[config.mk]
export PLATFORM = sky130hd
export DESIGN_NAME = rcv_fifo_flat
export DESIGN_NICKNAME = d
export VERILOG_FILES = /design/src/rtl/rcv_fifo_if.sv /design/src/rtl/rcv_fifo.sv /design/src/flat_wrapper.sv
export SDC_FILE = /design/constraint.sdc
export NUM_CORES = 1
export LEC_CHECK = 0
export BUFFER_PORTS_ARGS = -buffer_cell sky130_fd_sc_hd__buf_2
export CORE_AREA = 8 8 92 94
export CTS_BUF_LIST = sky130_fd_sc_hd__clkbuf_8
export DETAILED_ROUTE_END_ITERATION = 7
export DIE_AREA = 0 0 100 102
export PLACE_DENSITY = 0.88
export SLEW_MARGIN = 20
export SYNTH_ARGS = -nofsm -noshare
export SYNTH_HDL_FRONTEND = slang
export SYNTH_SLANG_ARGS = --single-unit
[constraint.sdc]
create_clock -name clk -period 2.2 [get_ports clk]
set_input_delay 0.11 -clock clk [delete_from_list [all_inputs] [get_ports clk]]
set_output_delay 0.11 -clock clk [all_outputs]
set_load 0.005 [all_outputs]
[src/rtl/rcv_fifo_if.sv]
// Receiver-side and host-side signals of the receive FIFO, grouped as one bundle.
// The slave modport is the FIFO; the master modport is whoever drives it.
interface rcv_fifo_if #(
  parameter int unsigned DEPTH = 8
);
  localparam int unsigned CW = $clog2(DEPTH) + 1;

  logic [7:0]    rx_data;
  logic          data_ready;
  logic          overrun_error;
  logic          framing_error;
  logic          data_read;
  logic          rd_en;
  logic [7:0]    dout;
  logic          empty;
  logic          full;
  logic [CW-1:0] count;
  logic          err_clr;
  logic          overrun_flag;
  logic          framing_flag;
  logic [7:0]    framing_count;

  modport slave (
    input  rx_data, data_ready, overrun_error, framing_error, rd_en, err_clr,
    output data_read, dout, empty, full, count, overrun_flag, framing_flag, framing_count
  );

  modport master (
    output rx_data, data_ready, overrun_error, framing_error, rd_en, err_clr,
    input  data_read, dout, empty, full, count, overrun_flag, framing_flag, framing_count
  );
endinterface

[src/rtl/rcv_fifo.sv]
// Drains the UART receiver into a show-ahead byte FIFO and tracks receiver errors
// as sticky flags plus a saturating framing-error edge counter.
module rcv_fifo #(
  parameter int unsigned DEPTH = 8
) (
  input  logic       clk,
  input  logic       n_rst,
  rcv_fifo_if.slave  bus
);
  localparam int unsigned AW = $clog2(DEPTH);
  localparam int unsigned CW = AW + 1;

  typedef enum logic [1:0] {IDLE, ACK, HOLD} state_t;

  state_t        state;
  logic          data_read_q;
  logic [7:0]    mem [DEPTH];
  logic [AW-1:0] wptr;
  logic [AW-1:0] rptr;
  logic [CW-1:0] count_q;
  logic          empty_c;
  logic          full_c;
  logic          wr_c;
  logic          pop_c;
  logic          fe_q;
  logic          fe_rise_c;
  logic          overrun_q;
  logic          framing_q;
  logic [7:0]    fcount_q;

  assign empty_c   = (count_q == CW'(0));
  assign full_c    = (count_q == CW'(DEPTH));
  assign wr_c      = (state == ACK);
  assign pop_c     = bus.rd_en && !empty_c;
  assign fe_rise_c = bus.framing_error && !fe_q;

  // Drain FSM: the acknowledge is registered on entry to ACK so it is high exactly in ACK.
  always_ff @(posedge clk) begin
    if (!n_rst) begin
      state       <= IDLE;
      data_read_q <= 1'b0;
    end else begin
      case (state)
        IDLE: begin
          if (bus.data_ready && !full_c) begin
            state       <= ACK;
            data_read_q <= 1'b1;
          end else begin
            data_read_q <= 1'b0;
          end
        end
        ACK: begin
          state       <= HOLD;
          data_read_q <= 1'b0;
        end
        HOLD: begin
          state       <= IDLE;
          data_read_q <= 1'b0;
        end
        default: begin
          state       <= IDLE;
          data_read_q <= 1'b0;
        end
      endcase
    end
  end

  // Storage is not reset; a reset during ACK must not commit the in-flight byte.
  always_ff @(posedge clk) begin
    if (n_rst && wr_c) begin
      mem[wptr] <= bus.rx_data;
    end
  end

  always_ff @(posedge clk) begin
    if (!n_rst) begin
      wptr    <= '0;
      rptr    <= '0;
      count_q <= '0;
    end else begin
      if (wr_c)  wptr <= wptr + AW'(1);
      if (pop_c) rptr <= rptr + AW'(1);
      case ({wr_c, pop_c})
        2'b10:   count_q <= count_q + CW'(1);
        2'b01:   count_q <= count_q - CW'(1);
        default: count_q <= count_q;
      endcase
    end
  end

  // Error tracking: a set condition beats err_clr in the same cycle.
  always_ff @(posedge clk) begin
    if (!n_rst) begin
      fe_q      <= 1'b0;
      overrun_q <= 1'b0;
      framing_q <= 1'b0;
      fcount_q  <= 8'd0;
    end else begin
      fe_q <= bus.framing_error;
      if (bus.overrun_error)  overrun_q <= 1'b1;
      else if (bus.err_clr)   overrun_q <= 1'b0;
      if (bus.framing_error)  framing_q <= 1'b1;
      else if (bus.err_clr)   framing_q <= 1'b0;
      if (bus.err_clr)
        fcount_q <= fe_rise_c ? 8'd1 : 8'd0;
      else if (fe_rise_c && (fcount_q != 8'hFF))
        fcount_q <= fcount_q + 8'd1;
    end
  end

  assign bus.data_read     = data_read_q;
  assign bus.dout          = empty_c ? 8'h00 : mem[rptr];
  assign bus.empty         = empty_c;
  assign bus.full          = full_c;
  assign bus.count         = count_q;
  assign bus.overrun_flag  = overrun_q;
  assign bus.framing_flag  = framing_q;
  assign bus.framing_count = fcount_q;
endmodule

[src/flat_wrapper.sv]
// flat-port wrapper written by rule: the top's interface ports become plain ports
module rcv_fifo_flat 
#(
  parameter int unsigned DEPTH = 8
)
  (clk, n_rst, bus_rx_data, bus_data_ready, bus_overrun_error, bus_framing_error, bus_rd_en, bus_err_clr, bus_data_read, bus_dout, bus_empty, bus_full, bus_count, bus_overrun_flag, bus_framing_flag, bus_framing_count);
  rcv_fifo_if #(.DEPTH(DEPTH)) bus_i ();
  input  logic clk;
  input  logic n_rst;
  input wire logic [$bits(bus_i.rx_data)-1:0] bus_rx_data;
  input wire logic [$bits(bus_i.data_ready)-1:0] bus_data_ready;
  input wire logic [$bits(bus_i.overrun_error)-1:0] bus_overrun_error;
  input wire logic [$bits(bus_i.framing_error)-1:0] bus_framing_error;
  input wire logic [$bits(bus_i.rd_en)-1:0] bus_rd_en;
  input wire logic [$bits(bus_i.err_clr)-1:0] bus_err_clr;
  output wire logic [$bits(bus_i.data_read)-1:0] bus_data_read;
  output wire logic [$bits(bus_i.dout)-1:0] bus_dout;
  output wire logic [$bits(bus_i.empty)-1:0] bus_empty;
  output wire logic [$bits(bus_i.full)-1:0] bus_full;
  output wire logic [$bits(bus_i.count)-1:0] bus_count;
  output wire logic [$bits(bus_i.overrun_flag)-1:0] bus_overrun_flag;
  output wire logic [$bits(bus_i.framing_flag)-1:0] bus_framing_flag;
  output wire logic [$bits(bus_i.framing_count)-1:0] bus_framing_count;
  assign bus_i.rx_data = bus_rx_data;
  assign bus_i.data_ready = bus_data_ready;
  assign bus_i.overrun_error = bus_overrun_error;
  assign bus_i.framing_error = bus_framing_error;
  assign bus_i.rd_en = bus_rd_en;
  assign bus_i.err_clr = bus_err_clr;
  assign bus_data_read = bus_i.data_read;
  assign bus_dout = bus_i.dout;
  assign bus_empty = bus_i.empty;
  assign bus_full = bus_i.full;
  assign bus_count = bus_i.count;
  assign bus_overrun_flag = bus_i.overrun_flag;
  assign bus_framing_flag = bus_i.framing_flag;
  assign bus_framing_count = bus_i.framing_count;
  rcv_fifo #(.DEPTH(DEPTH)) u_core (.clk(clk), .n_rst(n_rst), .bus(bus_i));
endmodule
==> flow_metrics.env <==
export IMPL_status="finished clean"
export IMPL_netlist_area_um2=3749
export IMPL_grt_max_degree=21
export IMPL_fp_dieW_um=100
export IMPL_drive_above_1_share_pct=28.43
export IMPL_start_kind="flop"
export IMPL_synth_area_leaders="edfxtp_1, dfxtp_1, mux4_2"
export IMPL_clock_skew_ns=0.008107
export IMPL_clk_latency_ns=0.36
export IMPL_finalSetupViolations=0
export IMPL_ys_seq_area_share_pct=65.69
export IMPL_cts_made_buffers=9
export IMPL_crit_type="flop to flop"
export IMPL_yosys_warnings=0
export IMPL_cts_sinks=91
export IMPL_synthCells=241
export IMPL_grt_pass1_wl_mm=11.12
export IMPL_start_util_pct=53.10
export IMPL_via_per_inst=5.374
export IMPL_cts_root_buf="clkbuf_8"
export IMPL_clockBufferDepth=2
export IMPL_worstMarginPinSlew_ns=0.5650
export IMPL_dieArea_um2=10200
export IMPL_first_iter_violations=118
export IMPL_avgSynthCellArea_um2=15.55
export IMPL_synth_edf_count=64
export IMPL_slew_viol_final=0
export IMPL_place_gp_congestion=0.8726
export IMPL_total_power_mw=4.188
export IMPL_path_clk_slew_ns=0.09
export IMPL_timing_final_hold_violations=0
export IMPL_hold_path_class="input pin to flop"
export IMPL_arrival_ns=2.42
export IMPL_fin_setup_tns_ns=0
export IMPL_yosysUniqueCellTypes=42
export IMPL_pre_cts_ws_ns=0.01695
export IMPL_layout_min_cycle_time_ns=2.138
export IMPL_grt_usage_pct=14.53
export IMPL_routed_wl_mm=7.082
export IMPL_relSlewSlack_pct=62.28
export IMPL_ant_nets=0
export IMPL_critical_path_max_fanout=4
export IMPL_row_count=31
export IMPL_synth_most_common_cell="edfxtp_1"
export IMPL_routedWlPerCell_um=17.19
export IMPL_fmax_mhz=467.7
export IMPL_drc=0
export IMPL_holdWs_ns=0.02866
export IMPL_ys_flop_type="edfxtp_1"
export IMPL_p_leak_nw=1.620
export IMPL_num_io_pins=40
export IMPL_end_kind="flop"
export IMPL_yosysTopAreaCellShare_pct=51.27
export IMPL_synth_seq_cells=91
export IMPL_cts_tree="done"
export IMPL_portBuffers=39
export IMPL_critPathRequiredTime_ns=2.48
export IMPL_grt_pass1_vias=2296
export IMPL_vias=2214
export IMPL_htreeDepth=3
export IMPL_ir_drop_mv=0.3959
export IMPL_core_um2=7059
export IMPL_synth_common_cells="edfxtp_1, dfxtp_1, nor2_1, mux2i_1"
export IMPL_place_hpwl_mm=4.714
export IMPL_yosysTopAreaCell="edfxtp_1"
export IMPL_syn_nets=262
export IMPL_antenna_cells=0
export IMPL_antenna_found_initial=0
export IMPL_area_delta_synth_final_pct=18.12
export IMPL_die_height_um=102
export IMPL_synth_async_reset_ratio_pct=0
export IMPL_gr_total_overflow=0
export IMPL_pwr_density_cell_nw_per_um2=945.8
export IMPL_finalCritPeriodShare_pct=97.19
export IMPL_fin_nets=329
export IMPL_drv_cap=0
export IMPL_worst_slack_ns=0.06188
export IMPL_first_pass_iters=4
per-stage QoR:
step                cells  util [%]  instance area [um2]
detailed placement    388     58.47                 4128
finish                412     62.73                 4428
global placement      388     58.47                 4128
global route          412     62.73                 4428
floorplan             241         -                 3749
CTS                   411     62.41                 4405
per-layer routing:
| layer | up-vias | routed length (um) | track usage [%] |
|---|---|---|---|
| met5 | - | 0 | 0 |
| met4 | 0 | 80 | 7.558 |
| met3 | 7 | 287 | 3.747 |
| met2 | 46 | 3586 | 24.58 |
| met1 | 1107 | 3127 | 16.75 |
| li1 | 1054 | - | - |
path summary, 6_finish.rpt:
| kind | start | cells past startpoint | to | slack (ns) |
|---|---|---|---|---|
| worst max-delay path | u_core.bus.count[2] | 10 | u_core.bus.count[2] | 0.06 |
| worst min-delay path | bus_rx_data[7] | 1 | u_core.mem[0][7] | 0.03 |
| worst max register to register | u_core.bus.count[2] | 10 | u_core.bus.count[2] | 0.06 |
| worst min register to register | u_core.bus.framing_flag | 1 | u_core.bus.framing_flag | 0.47 |
registers in the layout (all words and copies together), names as in the netlist, named ones only:
name,flops
u_core.fe_q,1
u_core.mem,64
u_core.state,2
u_core.rptr,3
u_core.bus.data_read,1
u_core.wptr,3
u_core.bus.count,4
u_core.bus.framing_count,8
u_core.bus.overrun_flag,1
u_core.bus.framing_flag,1
area by class of cell:
cell class	count	area, um2
clock buffers	9	123.9
clock inverters	7	73.82
fillers	516	2631
inverters	3	11.26
multi-input cells	138	1224
flip-flops and latches	91	2464
well taps	99	123.9
repair buffers	65	407.9
cell usage in the layout, fill, tap and decap left out, types with 4 or more instances in the layout:
cell type	n
nor2b_1	10
a31oi_1	4
mux4_1	6
ha_1	5
xnor2_1	5
o21ai_0	4
nand3_1	4
nand2b_1	5
nor2_1	20
clkbuf_8	9
nand2_1	10
nor3_1	5
buf_2	39
mux2i_1	13
buf_4	19
edfxtp_1	64
and2_1	8
mux4_2	10
dlygate4sd3_1	7
dfxtp_1	26
critical path, cell delays in order (launching register included):
cell and delay (ns):
dfxtp_2 0.35, nor4_4 0.29, nand2b_4 0.18, inv_1 0.07, ha_4 0.18, xor2_1 0.14, ha_1 0.19, a21oi_2 0.12
xor2_1 0.08, or3_1 0.31, a21boi_1 0.14
where the power goes:
part / total, mW / switching (mW) / internal, mW
clock network: 1.10 / 0.647 / 0.450
logic: 1.14 / 0.543 / 0.594
registers: 1.95 / 0.0502 / 1.90
total: 4.19 / 1.24 / 2.95
kinds of logic after synthesis:
logic type,share of synthesized area [%]
flip-flops,65.69
buffers and inverters,2.303
adder cells (fa/ha/maj),2.003
multiplexers,13.68
AND/OR/NAND/NOR,11.48
AO/OA/AOI/OAI,2.971
XOR/XNOR,1.869
repair_timing:
action,CTS,global route
buffers inserted,0,1
resized for setup,2,4
endpoints found under the setup margin,1,1
pin swaps,0,1
endpoints found under the hold margin,28,0
hold buffers,7,0
(Power assumes the default switching activity.)
